<file path="config.mk">
export PLATFORM = sky130hd
export DESIGN_NAME = lis_byte_packer
export DESIGN_NICKNAME = d
export VERILOG_FILES = /design/src/rtl/lis_pkg.sv /design/src/rtl/lis_byte_packer.sv
export SDC_FILE = /design/constraint.sdc
export NUM_CORES = 1
export LEC_CHECK = 0
export ABC_AREA = 1
export ABC_CLOCK_PERIOD_IN_PS = 4000
export BUFFER_PORTS_ARGS = -buffer_cell sky130_fd_sc_hd__buf_2
export CORE_ASPECT_RATIO = 0.75
export CORE_MARGIN = 3
export CORE_UTILIZATION = 35
export DETAILED_ROUTE_END_ITERATION = 6
export MAX_ROUTING_LAYER = met4
export PLACE_DENSITY_LB_ADDON = 0.2
export SKIP_LAST_GASP = 1
export SYNTH_ARGS = -nofsm -noshare
export SYNTH_HDL_FRONTEND = slang
export SYNTH_SLANG_ARGS = --single-unit
</file>
<file path="constraint.sdc">
create_clock -name clock -period 4 [get_ports clock]
set_input_delay 0.4 -clock clock [delete_from_list [all_inputs] [get_ports clock]]
set_output_delay 0.4 -clock clock [all_outputs]
set_load 0.02 [all_outputs]
</file>
<file path="src/rtl/lis_pkg.sv">
// Shared definitions for the LIS sorter stream adapters: symbol/word geometry
// and the packer control states.
package lis_pkg;

  localparam int LIS_BYTE_W     = 8;
  localparam int LIS_DATA_BYTES = 4;
  localparam int LIS_WORD_W     = LIS_BYTE_W * LIS_DATA_BYTES;
  localparam int LIS_CNT_W      = 16;

  typedef enum logic {
    FILL  = 1'b0,
    STALL = 1'b1
  } pack_state_e;

endpackage

</file>
<file path="src/rtl/lis_byte_packer.sv">
// Packs the 8-bit ready/valid/last pin stream into DATA_BYTES-wide words, first
// byte in the MSB, with a one-word output register so bytes keep flowing while the sorter stalls.
module lis_byte_packer
  import lis_pkg::*;
#(
  parameter int BYTE_W     = LIS_BYTE_W,
  parameter int DATA_BYTES = LIS_DATA_BYTES,
  parameter int CNT_W      = LIS_CNT_W
) (
  input  logic                         clock,
  input  logic                         reset,
  input  logic                         in_valid,
  output logic                         in_ready,
  input  logic [BYTE_W-1:0]            in_data,
  input  logic                         in_last,
  output logic                         out_valid,
  input  logic                         out_ready,
  output logic [BYTE_W*DATA_BYTES-1:0] out_data,
  output logic                         out_last,
  output logic                         err_partial,
  output logic [CNT_W-1:0]             words_out
);

  localparam int WORD_W = BYTE_W * DATA_BYTES;
  localparam int IDX_W  = (DATA_BYTES > 1) ? $clog2(DATA_BYTES) : 1;
  localparam logic [IDX_W-1:0] LAST_IDX = IDX_W'(DATA_BYTES - 1);

  pack_state_e        state_q, state_d;
  logic [IDX_W-1:0]   idx_q, idx_d;
  logic [WORD_W-1:0]  acc_q, acc_d;
  logic [WORD_W-1:0]  out_data_q, out_data_d;
  logic               out_last_q, out_last_d;
  logic               out_valid_q, out_valid_d;
  logic               err_q, err_d;
  logic [CNT_W-1:0]   words_q, words_d;

  logic               out_free;
  logic               accept;
  logic [WORD_W-1:0]  merged;

  assign out_free = !out_valid_q || out_ready;

  // Accumulator with the incoming byte dropped into slot idx. Lower slots are
  // always zero here because acc is cleared whenever a word leaves it.
  always_comb begin
    merged = acc_q;
    for (int s = 0; s < DATA_BYTES; s++) begin
      if (idx_q == IDX_W'(s)) begin
        merged[WORD_W - BYTE_W*(s+1) +: BYTE_W] = in_data;
      end
    end
  end

  // NOTE: every signal driven here gets a default first; a path that skips an
  // assignment would otherwise infer a latch.
  always_comb begin
    state_d     = state_q;
    idx_d       = idx_q;
    acc_d       = acc_q;
    out_data_d  = out_data_q;
    out_last_d  = out_last_q;
    out_valid_d = out_valid_q;
    err_d       = err_q;
    words_d     = words_q;
    in_ready    = 1'b0;
    accept      = 1'b0;

    if (out_valid_q && out_ready) begin
      out_valid_d = 1'b0;
      words_d     = words_q + CNT_W'(1);
    end

    unique case (state_q)
      FILL: begin
        // Only the word-completing byte needs room in the output register.
        in_ready = (idx_q != LAST_IDX) || out_free;
        accept   = in_valid && in_ready;
        if (accept) begin
          if (idx_q == LAST_IDX) begin
            out_data_d  = merged;
            out_last_d  = in_last;
            out_valid_d = 1'b1;
            acc_d       = '0;
            idx_d       = '0;
          end else if (in_last) begin
            err_d = 1'b1;
            idx_d = '0;
            if (out_free) begin
              out_data_d  = merged;
              out_last_d  = 1'b1;
              out_valid_d = 1'b1;
              acc_d       = '0;
            end else begin
              acc_d   = merged;
              state_d = STALL;
            end
          end else begin
            acc_d = merged;
            idx_d = idx_q + IDX_W'(1);
          end
        end
      end

      STALL: begin
        if (out_free) begin
          out_data_d  = acc_q;
          out_last_d  = 1'b1;
          out_valid_d = 1'b1;
          acc_d       = '0;
          state_d     = FILL;
        end
      end

      default: state_d = FILL;
    endcase
  end

  // NOTE: sequential state uses non-blocking assignments so every flop samples
  // the pre-edge value. The accumulator is reset too, since short frames rely on
  // its unused low slots reading as zero.
  always_ff @(posedge clock or posedge reset) begin
    if (reset) begin
      state_q     <= FILL;
      idx_q       <= '0;
      acc_q       <= '0;
      out_data_q  <= '0;
      out_last_q  <= 1'b0;
      out_valid_q <= 1'b0;
      err_q       <= 1'b0;
      words_q     <= '0;
    end else begin
      state_q     <= state_d;
      idx_q       <= idx_d;
      acc_q       <= acc_d;
      out_data_q  <= out_data_d;
      out_last_q  <= out_last_d;
      out_valid_q <= out_valid_d;
      err_q       <= err_d;
      words_q     <= words_d;
    end
  end

  assign out_data    = out_data_q;
  assign out_last    = out_last_q;
  assign out_valid   = out_valid_q;
  assign err_partial = err_q;
  assign words_out   = words_q;

endmodule
</file>
== After elaboration in Yosys (flattened, before gate mapping) ==
Cells that the tools add are included.

* Flip-flop bits (word level): 86
* Input port bits: 13
* Output and inout bits: 52
* Logic and storage cells: 66

* Add/sub/neg operators: 2
* Eq/ne operators: 8
* Mux-type cells: 35
* Bitwise logic cells: 2
* Reductions and logical operators: 11

{| class="wikitable"
|+ Operators by type and width
! cell !! count
|-
| 32-bit two-way mux || 10
|-
| 32-bit case mux with 2 select lines || 2
|-
| 8-bit two-way mux || 4
|-
| 16-bit by 1-bit adder with 16-bit output (second input constant) || 1
|-
| 1-bit two-way mux || 14
|-
| 4-bit AND reduction || 2
|-
| 3-bit != test (second input constant) || 2
|-
| 1-bit case mux with 2 select lines || 3
|-
| 2-bit AND reduction || 3
|-
| 2-bit equality test (second input constant) || 2
|-
| 2-bit two-way mux || 2
|-
| 2-bit != test (second input constant) || 2
|-
| 2-bit by 1-bit adder with 2-bit output (second input constant) || 1
|-
| 2-bit by 1-bit equality test with 1-bit output (second input constant) || 1
|-
| 1-bit logical AND || 2
|-
| 2-bit zero test || 1
|-
| 1-bit logical OR || 2
|-
| 2-bit by 1-bit != test with 1-bit output (second input constant) || 1
|-
| 1-bit NOT || 2
|-
| 1-bit zero test || 1
|}

== Depth between registers and ports, before layout ==
Gate-level depths: netlist (run 1).

* Word-level depth: 7
* Depth in mapped cells: 9

== Worst setup path after synthesis (run 1) ==
OpenSTA, ideal clock, no wires.

* Path kind: flip-flop to flip-flop
* From: register idx_q[0]
* To: register out_data_q[27] (netlist: out_data[27])
* Library setup time: 0.116 ns
* Arrival time: 1.390 ns
* Required time: 3.884 ns
* Setup slack: 2.494 ns
* Stages on the path, launching flop included: 9
* Period minus slack after synthesis: 1.506 ns
* Cell sequence: dfrtp_1 > ha_1 > o21ai_1 > nand2_1 > nand2_2 > inv_4 > buf_4 > nand2_1 > nand2_1

* Word-level cells in the longest chain between the ends: 7
* Elaborated cells on any way between the ends: 15
* Those cells by class: eq/ne (5); mux (6); reduce/logical (4)

{| class="wikitable"
|+ Ends and longest elaborated chain
! element !! line !! text
|-
| start, declared || lis_byte_packer.sv:29 || <nowiki>logic [IDX_W-1:0] idx_q, idx_d;</nowiki>
|-
| start signal, assigned || lis_byte_packer.sv:133 || <nowiki>idx_q <= idx_d;</nowiki>
|-
| 2-bit zero test || lis_byte_packer.sv:48 || <nowiki>if (idx_q == IDX_W'(s)) begin</nowiki>
|-
| 8-bit two-way mux || lis_byte_packer.sv:48 ||
|-
| 32-bit two-way mux || lis_byte_packer.sv:88 || <nowiki>if (out_free) begin</nowiki>
|-
| 32-bit two-way mux || lis_byte_packer.sv:85 || <nowiki>end else if (in_last) begin</nowiki>
|-
| 32-bit two-way mux || lis_byte_packer.sv:79 || <nowiki>if (idx_q == LAST_IDX) begin</nowiki>
|-
| 32-bit two-way mux || lis_byte_packer.sv:78 || <nowiki>if (accept) begin</nowiki>
|-
| 32-bit case mux with 2 select lines || lis_byte_packer.sv:73 || <nowiki>unique case (state_q)</nowiki>
|-
| end signal, assigned || lis_byte_packer.sv:135 || <nowiki>out_data_q <= out_data_d;</nowiki>
|-
| end, declared || lis_byte_packer.sv:31 || <nowiki>logic [WORD_W-1:0] out_data_q, out_data_d;</nowiki>
|}

Parallel ways exist; a longest one is shown, timed or not. The select of a mux whose other input is x is not followed.
A chain may end at the register's enable or synchronous reset.

== Final worst setup path (run 1) ==
* From: register state_q
* To: register out_data_q[30] (netlist: out_data[30])

* Word-level cells in the longest chain between the ends: 3
* Elaborated cells on any way between the ends: 7
* Those cells by class: eq/ne (4); mux (1); bitwise (1); reduce/logical (1)

{| class="wikitable"
|+ Ends and longest elaborated chain
! element !! line !! text
|-
| start, declared || lis_byte_packer.sv:28 || <nowiki>pack_state_e state_q, state_d;</nowiki>
|-
| start signal, assigned || lis_byte_packer.sv:132 || <nowiki>state_q <= state_d;</nowiki>
|-
| 1-bit NOT (no line) || n/a ||
|-
| 3-bit != test (no line) or 2-bit != test (tied branches) || n/a ||
|-
| 4-bit AND reduction (no line) || n/a ||
|}

Parallel ways exist; a longest one is shown, timed or not.

==> run summary, run 1 <==
Async SR Flop Fraction: 100%
DR vias: 3,765
Final Hold Viols: 0
clock power share: 25.8%
Finished Cell Area: 5040 um^2
NetSw: 1200 uW
first-pass GRT wire length: 18.7 mm
Slew Viols, Final: 0
Die Wd: 135 um
Synth Instances: 565
crit path kind: reg -> reg
I/O Pins: 65
#FFs+latches synth: 86
pwr dens: 609 nW/um^2
clock buffer count from CTS: 9
Overall Global Routing Usage: 17.9%
status: finished, final reports clean
total wire length: 10.9 mm
CTS tree: done
Yosys cell types: 29
antenna diode count: 0
port buffer count: 64
Slew @ Worst Pin: 1.15 ns
skew final: 0.00796 ns
logic gate share of total power: 32.4%
P_int: 1870 uW
core area: 11,800 um^2
clk sinks: 86
Bufs and invs on worst path: 2
Residual DRC: 0
worst skew pair latency: 0.35 ns
max-cap violation count: 0
Starting DRT DRC Count: 190
Worst R2R Path Depth: 6
fin nets: 642
layout cells sized above 1: 15.7%
relative slew slack: 23.1%
Antenna Nets Post-Route: 0
Max FO, Critical Path: 31
crit-path cells: inv_4, nand2_1, nand2_2, inv_4, nand2_1, nand2_1
syn avg cell area: 7.68 um^2
Max Freq: 475 MHz
post-synth net total: 587
top_reg_cell synth: dfrtp_1
CTS Buffer Depth: 2
minimum clock period: 2.11 ns
setup bufs post-CTS: 0
largest net degree at the start of global routing: 52
unrepaired setup endpoints after global routing: false
fin crit share: 52.7%
via/cell ratio: 4.78
Top cell by count, worst path: nand2_1
number of global-route vias before repair: 3,687
Pwr Total: 3070 uW
initial cell density of the core: 36.7%
hold buffer count at cts: 0
required time worst endpoint: 4.28 ns
critical path's slowest cell: dfrtp_1
Final Util: 42.6%
worst slack at placement: 1.91 ns
cell depth of the worst setup path: 6
DR WL/cell: 13.9 um
Critical Path Start Type: flop
hpwl dp: 7.38 mm
first-pass detailed-route iteration total: 4
initial antenna violation count: 0
final setup TNS: 0 ns
std cell rows: 34
Worst path max stage delay: 0.84 ns
global route overflow: 0
Synth area leaders: dfrtp_1 (50%), nand2_1 (19%), o21ai_0 (7.6%), inv_1 (3.9%), nand3_1 (3.5%)
Post-synth EDFFs: 0
dominant cell type by area after synthesis: dfrtp_1
height of the chip: 102 um
placed inst area: 4760 um^2
Crit path arrival time: 2.39 ns
Worst VDD drop: 0.306 mV
CTS root buf: clkbuf_16
CTS clock-pin slew for the worst setup and hold paths: 0.06 ns
register share of total power: 41.8%
Leakage: 0.00273 uW
H-tree Lvls: 3
Tightest Hold Check Type: in -> async
die area: 13,800 um^2
Switching Fraction: 39.2%
cell family with most CP delay: flip-flops
# setup viols final: 0
gpl congestion: 0.867
post-synth top area share: 49.6%
CP endpoint kind: flop
register area share after synthesis: 49.6%
synthesis-to-finish area growth: 16.2%
final setup margin: 1.89 ns
Yosys warning count: 0
cell area after synthesis: 4340 um^2
post-CTS sizing: 0
==> registers in the layout, indices dropped and copies added (netlist names) <==
signal and cells:
err_partial 1, words_out 16, state_q 1, idx_q 2, out_valid 1, out_data 32, out_last 1, acc_q 32
==> area by class of cell <==
type	count	area, um^2
Fill cell	1231	6790
Multi-Input combinational cell	406	1870
Inverter	49	190
Timing Repair Buffer	68	350
Tap cell	162	203
Sequential cell	86	2150
Clock buffer	10	229
Clock inverter	6	47.5
==> power groups by stage <==
stage               Combinational, uW  Sequential, uW  Clock (uW)
floorplan                         508            1460           0
finish                            992            1280         791
detailed placement               1000            1290           0
global placement                  985            1290           0
global route                     1130            1320         843
CTS                              1010            1280         809
==> cells by family (layout without fill, tap and decap cells) <==
family,Yosys count,count (layout),synth area share [%]
buf+inv,73,133,7.36
compound gates,75,75,8.80
flops,86,86,49.6
simple gates,311,311,29.4
fa+ha+maj,9,9,2.60
xor+xnor,11,11,2.22
==> through the flow <==
| step | hold slack, ns | std cells |
|---|---|---|
| 2_1_floorplan | 0.466 | 565 |
| 3_3_place_gp | 0.446 | 771 |
| 3_5_place_dp | 0.457 | 771 |
| 4_1_cts | 0.256 | 787 |
| 5_1_grt | 0.298 | 787 |
| 6_report | 0.209 | 787 |
==> per-layer routing <==
layer / GRT usage [%] / routed length, um
met4: 5.95 / 180
met2: 27.4 / 4800
met5: - / 0
met1: 23.6 / 5410
met3: 4.13 / 554
==> layout by cell type (no fill, tap or decap) <==
master      synthesis  routed
clkbuf_16           0       9
or2_1               1       1
and3_1              1       1
buf_2              14      64
nor3_1              3       3
clkinv_2            0       1
dfrtp_1            86      86
nand2_4             1       1
nor3_2              1       1
nand2_2             4       4
inv_6               0       1
o21ai_1             7       7
nand3_1            30      30
nor2_2              2       2
xnor2_1             7       7
xor2_1              4       4
o21ai_0            66      66
ha_1                9       9
nand3_4             1       1
inv_1              45      44
buf_4               2       4
inv_4               2       2
clkbuf_1            5       1
nor2_1             40      40
inv_2               2       2
o21ai_2             1       1
nand2_1           220     220
nand3b_1            1       1
clkinvlp_4          0       4
clkinv_4            0       1
o211ai_1            1       1
nand4_1             6       6
==> synth_stat cells, types with 5 or more instances <==
cell type / number
buf_2: 14
clkbuf_1: 5
dfrtp_1: 86
ha_1: 9
inv_1: 45
nand2_1: 220
nand3_1: 30
nand4_1: 6
nor2_1: 40
o21ai_0: 66
o21ai_1: 7
xnor2_1: 7
==> path summary, 6_finish.rpt <==
path,start,endpoint,slack [ns]
worst max-delay path,state_q$_DFF_PP0_,out_data[30]$_DFFE_PP0P_,1.89
worst min-delay path,reset,out_data[12]$_DFFE_PP0P_,0.21
worst max register to register,state_q$_DFF_PP0_,out_data[30]$_DFFE_PP0P_,1.89
worst min register to register,err_partial$_DFFE_PP0P_,err_partial$_DFFE_PP0P_,0.47
max in group asynchronous,reset,words_out[11]$_DFFE_PP0P_,2.79
min in group clock,in_last,out_last$_DFFE_PP0P_,0.38
==> worst register-to-register path: cells and delay by family (launching register included) <==
| family | cells | cell delay, ns |
|---|---|---|
| and+or+nand+nor | 4 | 0.66 |
| buffers and inverters | 2 | 0.54 |
| DFF | 1 | 0.84 |
No activity file was read; power rests on OpenSTA's default activity.
==> inputs of run 2 (changes only) <==
--- a/config.mk
+++ b/config.mk
@@ -6,7 +6,7 @@
 export NUM_CORES = 1
 export LEC_CHECK = 0
 export ABC_AREA = 1
-export ABC_CLOCK_PERIOD_IN_PS = 4000
+export ABC_CLOCK_PERIOD_IN_PS = 1700
 export BUFFER_PORTS_ARGS = -buffer_cell sky130_fd_sc_hd__buf_2
 export CORE_ASPECT_RATIO = 0.75
 export CORE_MARGIN = 3
==> constraint.sdc (replaced) <==
create_clock -name clock -period 1.7 [get_ports clock]
set_input_delay 0.17 -clock clock [delete_from_list [all_inputs] [get_ports clock]]
set_output_delay 0.17 -clock clock [all_outputs]
set_load 0.02 [all_outputs]
==> run 2 against run 1 <==
Against the previous run: sequential share of layout area decreased by 2.0 points; design area grew 4.9%; clock power increased to 2.9 times the previous value; global-route usage shrank 0.55 points; sequential power rose by 130%; count of clock-buffer cells in the layout rose by 1; non-clock buffer count is 11 higher; critical path depth down 1; worst hold slack lost 0.035 ns; critical path type is now reg -> out; highest routed layer unchanged.
==> run summary, run 2 (synthesized netlist as in run 1, its figures left out) <==
initial cell density of the core: 36.7% (unchanged)
die area: 13,800 um^2 (unchanged)
reg2reg setup slack: 0.14 ns (was 1.89 ns)
Residual DRC: 0 (unchanged)
placed inst area: 4930 um^2 (was 4760 um^2)
fillers: 1,224 (was 1,231)
required time worst endpoint: 1.53 ns (was 4.28 ns)
layout cells sized above 1: 17.5% (was 15.7%)
critical path's slowest cell: dfrtp_2 (was dfrtp_1)
total wire length: 10.9 mm (about the same)
largest net degree at the start of global routing: 49 (was 52)
commonest cells after routing, fill and taps aside: nand2_1 (220), dfrtp_1 (85), o21ai_0 (66) (was nand2_1 (220), dfrtp_1 (86), o21ai_0 (66))
P_int: 4980 uW (was 1870 uW)
pwr dens: 1460 nW/um^2 (was 609 nW/um^2)
max-cap violation count: 0 (unchanged)
first-pass GRT wire length: 18.3 mm (was 18.7 mm)
end of the critical path: in_ready (was out_data[30]$_DFFE_PP0P_)
most common cell after layout, fill and taps aside: nand2_1 (unchanged)
Bufs and invs on worst path: 2 (unchanged)
clk sinks: 86 (unchanged)
Starting DRT DRC Count: 232 (was 190)
Die Wd: 135 um (unchanged)
Finished Cell Area: 5290 um^2 (was 5040 um^2)
Antenna Nets Post-Route: 0 (unchanged)
Max FO, Critical Path: 6 (was 31)
synthesis-to-finish area growth: 21.9% (was 16.2%)
# setup viols final: 0 (unchanged)
port buffer count: 64 (unchanged)
Overall Global Routing Usage: 17.3% (was 17.9%)
cell family with most CP delay: flip-flops (unchanged)
gpl congestion: 0.813 (was 0.867)
unrepaired setup endpoints after global routing: false (unchanged)
Slew Viols, Final: 0 (unchanged)
Worst path max stage delay: 0.45 ns (was 0.84 ns)
clock power share: 29.2% (was 25.8%)
core area: 11,800 um^2 (unchanged)
cell depth of the worst setup path: 5 (was 6)
I/O Pins: 65 (unchanged)
CP endpoint kind: primary output (was flop)
hold path startpoint: in_last
height of the chip: 102 um (unchanged)
relative slew slack: 69.4% (was 23.1%)
worst slack at placement: 0.116 ns (was 1.91 ns)
Leakage: 0.00285 uW (was 0.00273 uW)
Tightest Hold Check Type: in -> reg (was in -> async)
setup bufs post-CTS: 0 (unchanged)
final setup TNS: 0 ns (unchanged)
Crit path arrival time: 1.40 ns (was 2.39 ns)
via/cell ratio: 4.75 (was 4.78)
DR WL/cell: 13.7 um (was 13.9 um)
Slew @ Worst Pin: 0.458 ns (was 1.15 ns)
global route overflow: 0 (unchanged)
clock buffer count from CTS: 9 (unchanged)
crit-path cells: ha_2, nand2_2, nand2_1, inv_1, buf_2 (was inv_4, nand2_1, nand2_2, inv_4, nand2_1, nand2_1)
Final Hold Viols: 0 (unchanged)
CP startpoint: idx_q[1]$_DFFE_PP0P_ (was state_q$_DFF_PP0_)
crit path kind: reg -> out (was reg -> reg)
NetSw: 2750 uW (was 1200 uW)
CTS clock-pin slew for the worst setup and hold paths: 0.06 ns (about the same)
register share of total power: 38.9% (was 41.8%)
Switching Fraction: 35.5% (was 39.2%)
CTS Buffer Depth: 2 (unchanged)
area of the multi-input gates: 1880 um^2 (was 1870 um^2)
std cell rows: 34 (unchanged)
worst skew pair latency: 0.34 ns (was 0.35 ns)
Crit Reg-Reg Startpoint: idx_q[0]$_DFFE_PP0P_ (was state_q$_DFF_PP0_)
sequential cell area: 2150 um^2 (about the same)
fin nets: 653 (was 642)
Pwr Total: 7720 uW (was 3070 uW)
final setup margin: 0.127 ns (was 1.89 ns)
CTS tree: done (unchanged)
skew final: 0.00657 ns (was 0.00796 ns)
Critical Path Start Type: flop (unchanged)
first-pass detailed-route iteration total: 4 (unchanged)
logic gate share of total power: 31.9% (was 32.4%)
CTS root buf: clkbuf_16 (unchanged)
status: finished, final reports clean (unchanged)
initial antenna violation count: 0 (unchanged)
minimum clock period: 1.57 ns
number of global-route vias before repair: 3,553 (was 3,687)
Max Freq: 636 MHz
hpwl dp: 7.44 mm (was 7.38 mm)
DR vias: 3,787 (was 3,765)
fin crit share: 92.5%
Worst R2R Path Depth: 7 (was 6)
Worst VDD drop: 0.649 mV (was 0.306 mV)
antenna diode count: 0 (unchanged)
H-tree Lvls: 3 (unchanged)
FF-to-FF End: out_data[19]$_DFFE_PP0P_ (was out_data[30]$_DFFE_PP0P_)
==> run 2: cell count changes in the layout (fill, tap and decap cells not counted), sizes merged <==
cell	before	now
buf	68	78
bufinv	0	3
clkbuf	10	11
clkinv	2	1
clkinvlp	4	1
dlygate4sd3	0	1
inv	49	48
==> run 2: worst min-delay path by stage <==
| stage | depth (start not counted) | end | slack (ns) |
|---|---|---|---|
| finish | 3 | out_last$_DFFE_PP0P_ | 0.17 |
| global route | 3 | out_last$_DFFE_PP0P_ | 0.20 |
| CTS | 3 | out_last$_DFFE_PP0P_ | 0.16 |
| detailed placement | 2 | out_data[29]$_DFFE_PP0P_ | 0.21 |
| global placement | 2 | out_data[29]$_DFFE_PP0P_ | 0.21 |
| floorplan | 2 | out_last$_DFFE_PP0P_ | 0.31 |
==> run 2: power by group through the flow <==
| stage | Combinational, uW | Clock (uW) | Sequential [uW] |
|---|---|---|---|
| floorplan | 1200 | 0 | 3450 |
| global placement | 2450 | 0 | 3020 |
| detailed placement | 2480 | 0 | 3030 |
| CTS | 2490 | 2300 | 3010 |
| global route | 2770 | 2410 | 3090 |
| finish | 2460 | 2260 | 3000 |
==> run 2: per-layer routing <==
layer  track usage (%)  routed length [um]  up-vias
met1              23.9                5360     1786
met3              4.08                 667        4
met4              4.30                  62        0
li1                  -                   -     1910
met5                 -                   0        -
met2              26.0                4820       87
==> run 2: layout make-up <==
type / instances / area share, %
clock buffer: 11 / 4.59
clock inverter: 4 / 1.80
inverter: 49 / 3.65
multi-input combinational: 406 / 35.5
sequential: 86 / 40.7
tap: 162 / 3.84
timing repair buffer: 79 / 9.90
==> run 2: metrics by stage <==
stage	instances	hold slack, ns	utilization (%)
floorplan	565	0.306	-
global placement	781	0.212	41.7
detailed placement	781	0.213	41.7
CTS	797	0.164	44.6
global route	797	0.204	44.7
finish	797	0.175	44.7
==> run 2: tightest hold or removal path, delay by kind of cell <==
kind | cells | cell delay (ns)
simple gates | 2 | 0.15
buf+inv | 1 | 0.14
==> run 2: repair_timing <==
item	in CTS	in global routing
endpoints found under the hold margin	14	0
setup endpoints to repair	0	17
hold buffers	1	0
gates resized for setup	0	4
==> inputs of run 3 (changes only) <==
--- a/config.mk
+++ b/config.mk
@@ -13,7 +13,7 @@
 export CORE_UTILIZATION = 35
 export DETAILED_ROUTE_END_ITERATION = 6
 export MAX_ROUTING_LAYER = met4
-export PLACE_DENSITY_LB_ADDON = 0.2
+export PLACE_DENSITY = 0.57
 export SKIP_LAST_GASP = 1
 export SYNTH_ARGS = -nofsm -noshare
 export SYNTH_HDL_FRONTEND = slang
==> run 3 against run 2 <==
Against the previous run: first-iteration DRC count is 18% higher; largest cell class unchanged; flip-flop and latch count stayed put; die area stayed put; sequential power hardly changed; setup slack better by 0.0029 ns; design area is 0.28% lower; via count is 0.77% higher; clock power hardly changed; clock skew is 0.0011 ns lower.
==> run summary, run 3 (synthesized netlist as in run 1, its figures left out) <==
# setup viols final: 0 (unchanged)
Starting DRT DRC Count: 274 (was 232)
Tightest Hold Check Type: in -> reg (unchanged)
total wire length: 10.8 mm (was 10.9 mm)
core area: 11,800 um^2 (unchanged)
Die Wd: 135 um (unchanged)
DR vias: 3,816 (was 3,787)
height of the chip: 102 um (unchanged)
synthesis-to-finish area growth: 21.5% (was 21.9%)
commonest cells after routing, fill and taps aside: nand2_1 (220), dfrtp_1 (85), buf_2 (64) (was nand2_1 (220), dfrtp_1 (85), o21ai_0 (66))
setup bufs post-CTS: 0 (unchanged)
DR WL/cell: 13.5 um (was 13.7 um)
Max Freq: 637 MHz (was 636 MHz)
crit-path cells: ha_2, o21ai_1, nand2_1, nand2_4, buf_12, nor3_1, nor2_1 (was ha_2, nand2_2, nand2_1, inv_1, buf_2)
area of the multi-input gates: 1880 um^2 (about the same)
number of global-route vias before repair: 3,703 (was 3,553)
Switching Fraction: 36.1% (was 35.5%)
Overall Global Routing Usage: 17.2% (was 17.3%)
via/cell ratio: 4.77 (was 4.75)
cell depth of the worst setup path: 7 (was 5)
Crit Reg-Reg Startpoint: idx_q[1]$_DFFE_PP0P_ (was idx_q[0]$_DFFE_PP0P_)
Max FO, Critical Path: 28 (was 6)
met3 Usage GRT: 3.89% (was 4.08%)
Residual DRC: 0 (unchanged)
busiest metal layer after global routing: met2 (unchanged)
P_int: 4910 uW (was 4980 uW)
die area: 13,800 um^2 (unchanged)
pwr dens: 1460 nW/um^2 (about the same)
Critical Path Start Type: flop (unchanged)
Worst Hold Path Cells: 3 (unchanged)
H-tree Lvls: 3 (unchanged)
I/O Pins: 65 (unchanged)
CP startpoint: idx_q[1]$_DFFE_PP0P_ (unchanged)
status: finished, final reports clean (unchanged)
skew final: 0.00546 ns (was 0.00657 ns)
gpl congestion: 0.854 (was 0.813)
Leakage: 0.00285 uW (about the same)
layout cells sized above 1: 17.6% (was 17.5%)
max-cap violation count: 0 (unchanged)
CP endpoint kind: flop (was primary output)
first-pass GRT wire length: 18.3 mm (unchanged)
hpwl dp: 7.53 mm (was 7.44 mm)
Crit path arrival time: 1.84 ns (was 1.40 ns)
global route overflow: 0 (unchanged)
crit path kind: reg -> reg (was reg -> out)
Worst path max stage delay: 0.45 ns (about the same)
first-pass detailed-route iteration total: 5 (was 4)
Final Hold Viols: 0 (unchanged)
Pwr Total: 7690 uW (was 7720 uW)
critical path's slowest cell: dfrtp_2 (unchanged)
Slew Viols, Final: 0 (unchanged)
cell family with most CP delay: flip-flops (unchanged)
met1 Use GR: 24.1% (was 23.9%)
initial antenna violation count: 0 (unchanged)
relative slew slack: 50.5% (was 69.4%)
CTS Buffer Depth: 2 (unchanged)
clk sinks: 86 (unchanged)
minimum clock period: 1.57 ns (about the same)
clock buffer count from CTS: 9 (unchanged)
initial cell density of the core: 36.7% (unchanged)
CTS tree: done (unchanged)
Worst R2R Path Depth: 7 (unchanged)
M2 GR Usage: 24.7% (was 26.0%)
Antenna Nets Post-Route: 0 (unchanged)
sequential cell area: 2150 um^2 (unchanged)
Worst VDD drop: 0.605 mV (was 0.649 mV)
NetSw: 2780 uW (was 2750 uW)
CTS root buf: clkbuf_16 (unchanged)
largest net degree at the start of global routing: 42 (was 49)
logic gate share of total power: 31.7% (was 31.9%)
required time worst endpoint: 1.97 ns (was 1.53 ns)
fillers: 1,236 (was 1,224)
worst skew pair latency: 0.34 ns (about the same)
most common cell after layout, fill and taps aside: nand2_1 (unchanged)
port buffer count: 64 (unchanged)
register share of total power: 39.1% (was 38.9%)
Final Util: 44.6% (was 44.7%)
hold path startpoint: in_last (unchanged)
fin nets: 655 (was 653)
fin crit share: 92.3% (was 92.5%)
std cell rows: 34 (unchanged)
antenna diode count: 0 (unchanged)
Bufs and invs on worst path: 1 (was 2)
unrepaired setup endpoints after global routing: true (was false)
clock power share: 29.2% (about the same)
CTS clock-pin slew for the worst setup and hold paths: 0.06 ns (about the same)
Slew @ Worst Pin: 0.740 ns (was 0.458 ns)
-- run 3: final timing paths --
check / slack, ns / end
hold / removal: 0.15 / out_last$_DFFE_PP0P_
min in group asynchronous: 0.42 / words_out[1]$_DFFE_PP0P_
max in group asynchronous: 0.69 / out_data[23]$_DFFE_PP0P_
setup / recovery: 0.13 / out_last$_DFFE_PP0P_
setup reg to reg: 0.13 / out_last$_DFFE_PP0P_
hold reg to reg: 0.47 / err_partial$_DFFE_PP0P_
-- run 3: per-layer routing --
metal | wire length [um] | part of all wire [%]
met4 | 194 | 1.8
met1 | 5430 | 50
met2 | 4540 | 42
met3 | 617 | 5.7
met5 | 0 | 0
-- run 3: power groups by stage --
stage          logic, uW  registers [uW]  clock network (uW)
5_1_grt             2770            3090                2390
3_5_place_dp        2440            3040                   0
4_1_cts             2460            3010                2320
6_report            2440            3010                2240
3_3_place_gp        2400            3010                   0
2_1_floorplan       1200            3450                   0
-- run 3: layout make-up --
cell class,count,share of cell area (%)
Multi-Input combinational cell,406,35.7
Inverter,49,3.70
Timing Repair Buffer,81,9.50
Clock buffer,10,4.34
Sequential cell,86,40.9
Clock inverter,6,2.07
Tap cell,162,3.85
-- run 3: worst min-delay path, stage by stage --
cell and delay, ns:
buf_2 0.13, nor3_1 0.07, nor2_1 0.08
-- run 3: per-stage QoR --
step	cells	worst slack [ns]	setup TNS (ns)	area [um^2]	hold slack (ns)
after detailed placement	783	-0.0454	-0.574	4900	0.252
after global placement	783	0.00893	0	4900	0.247
after CTS	800	0.0256	0	5260	0.127
final	800	0.130	0	5270	0.149
after floorplan	565	0.194	0	4340	0.306
after global routing	800	-0.00598	-0.00598	5270	0.159
-- run 3: what timing repair did --
action                                  4_1_cts  5_1_grt
hold buffers                                  1        0
hold endpoints to repair                     20        0
gates cloned                                  0        0
gates resized for setup                       2        8
endpoints found under the setup margin       31       46
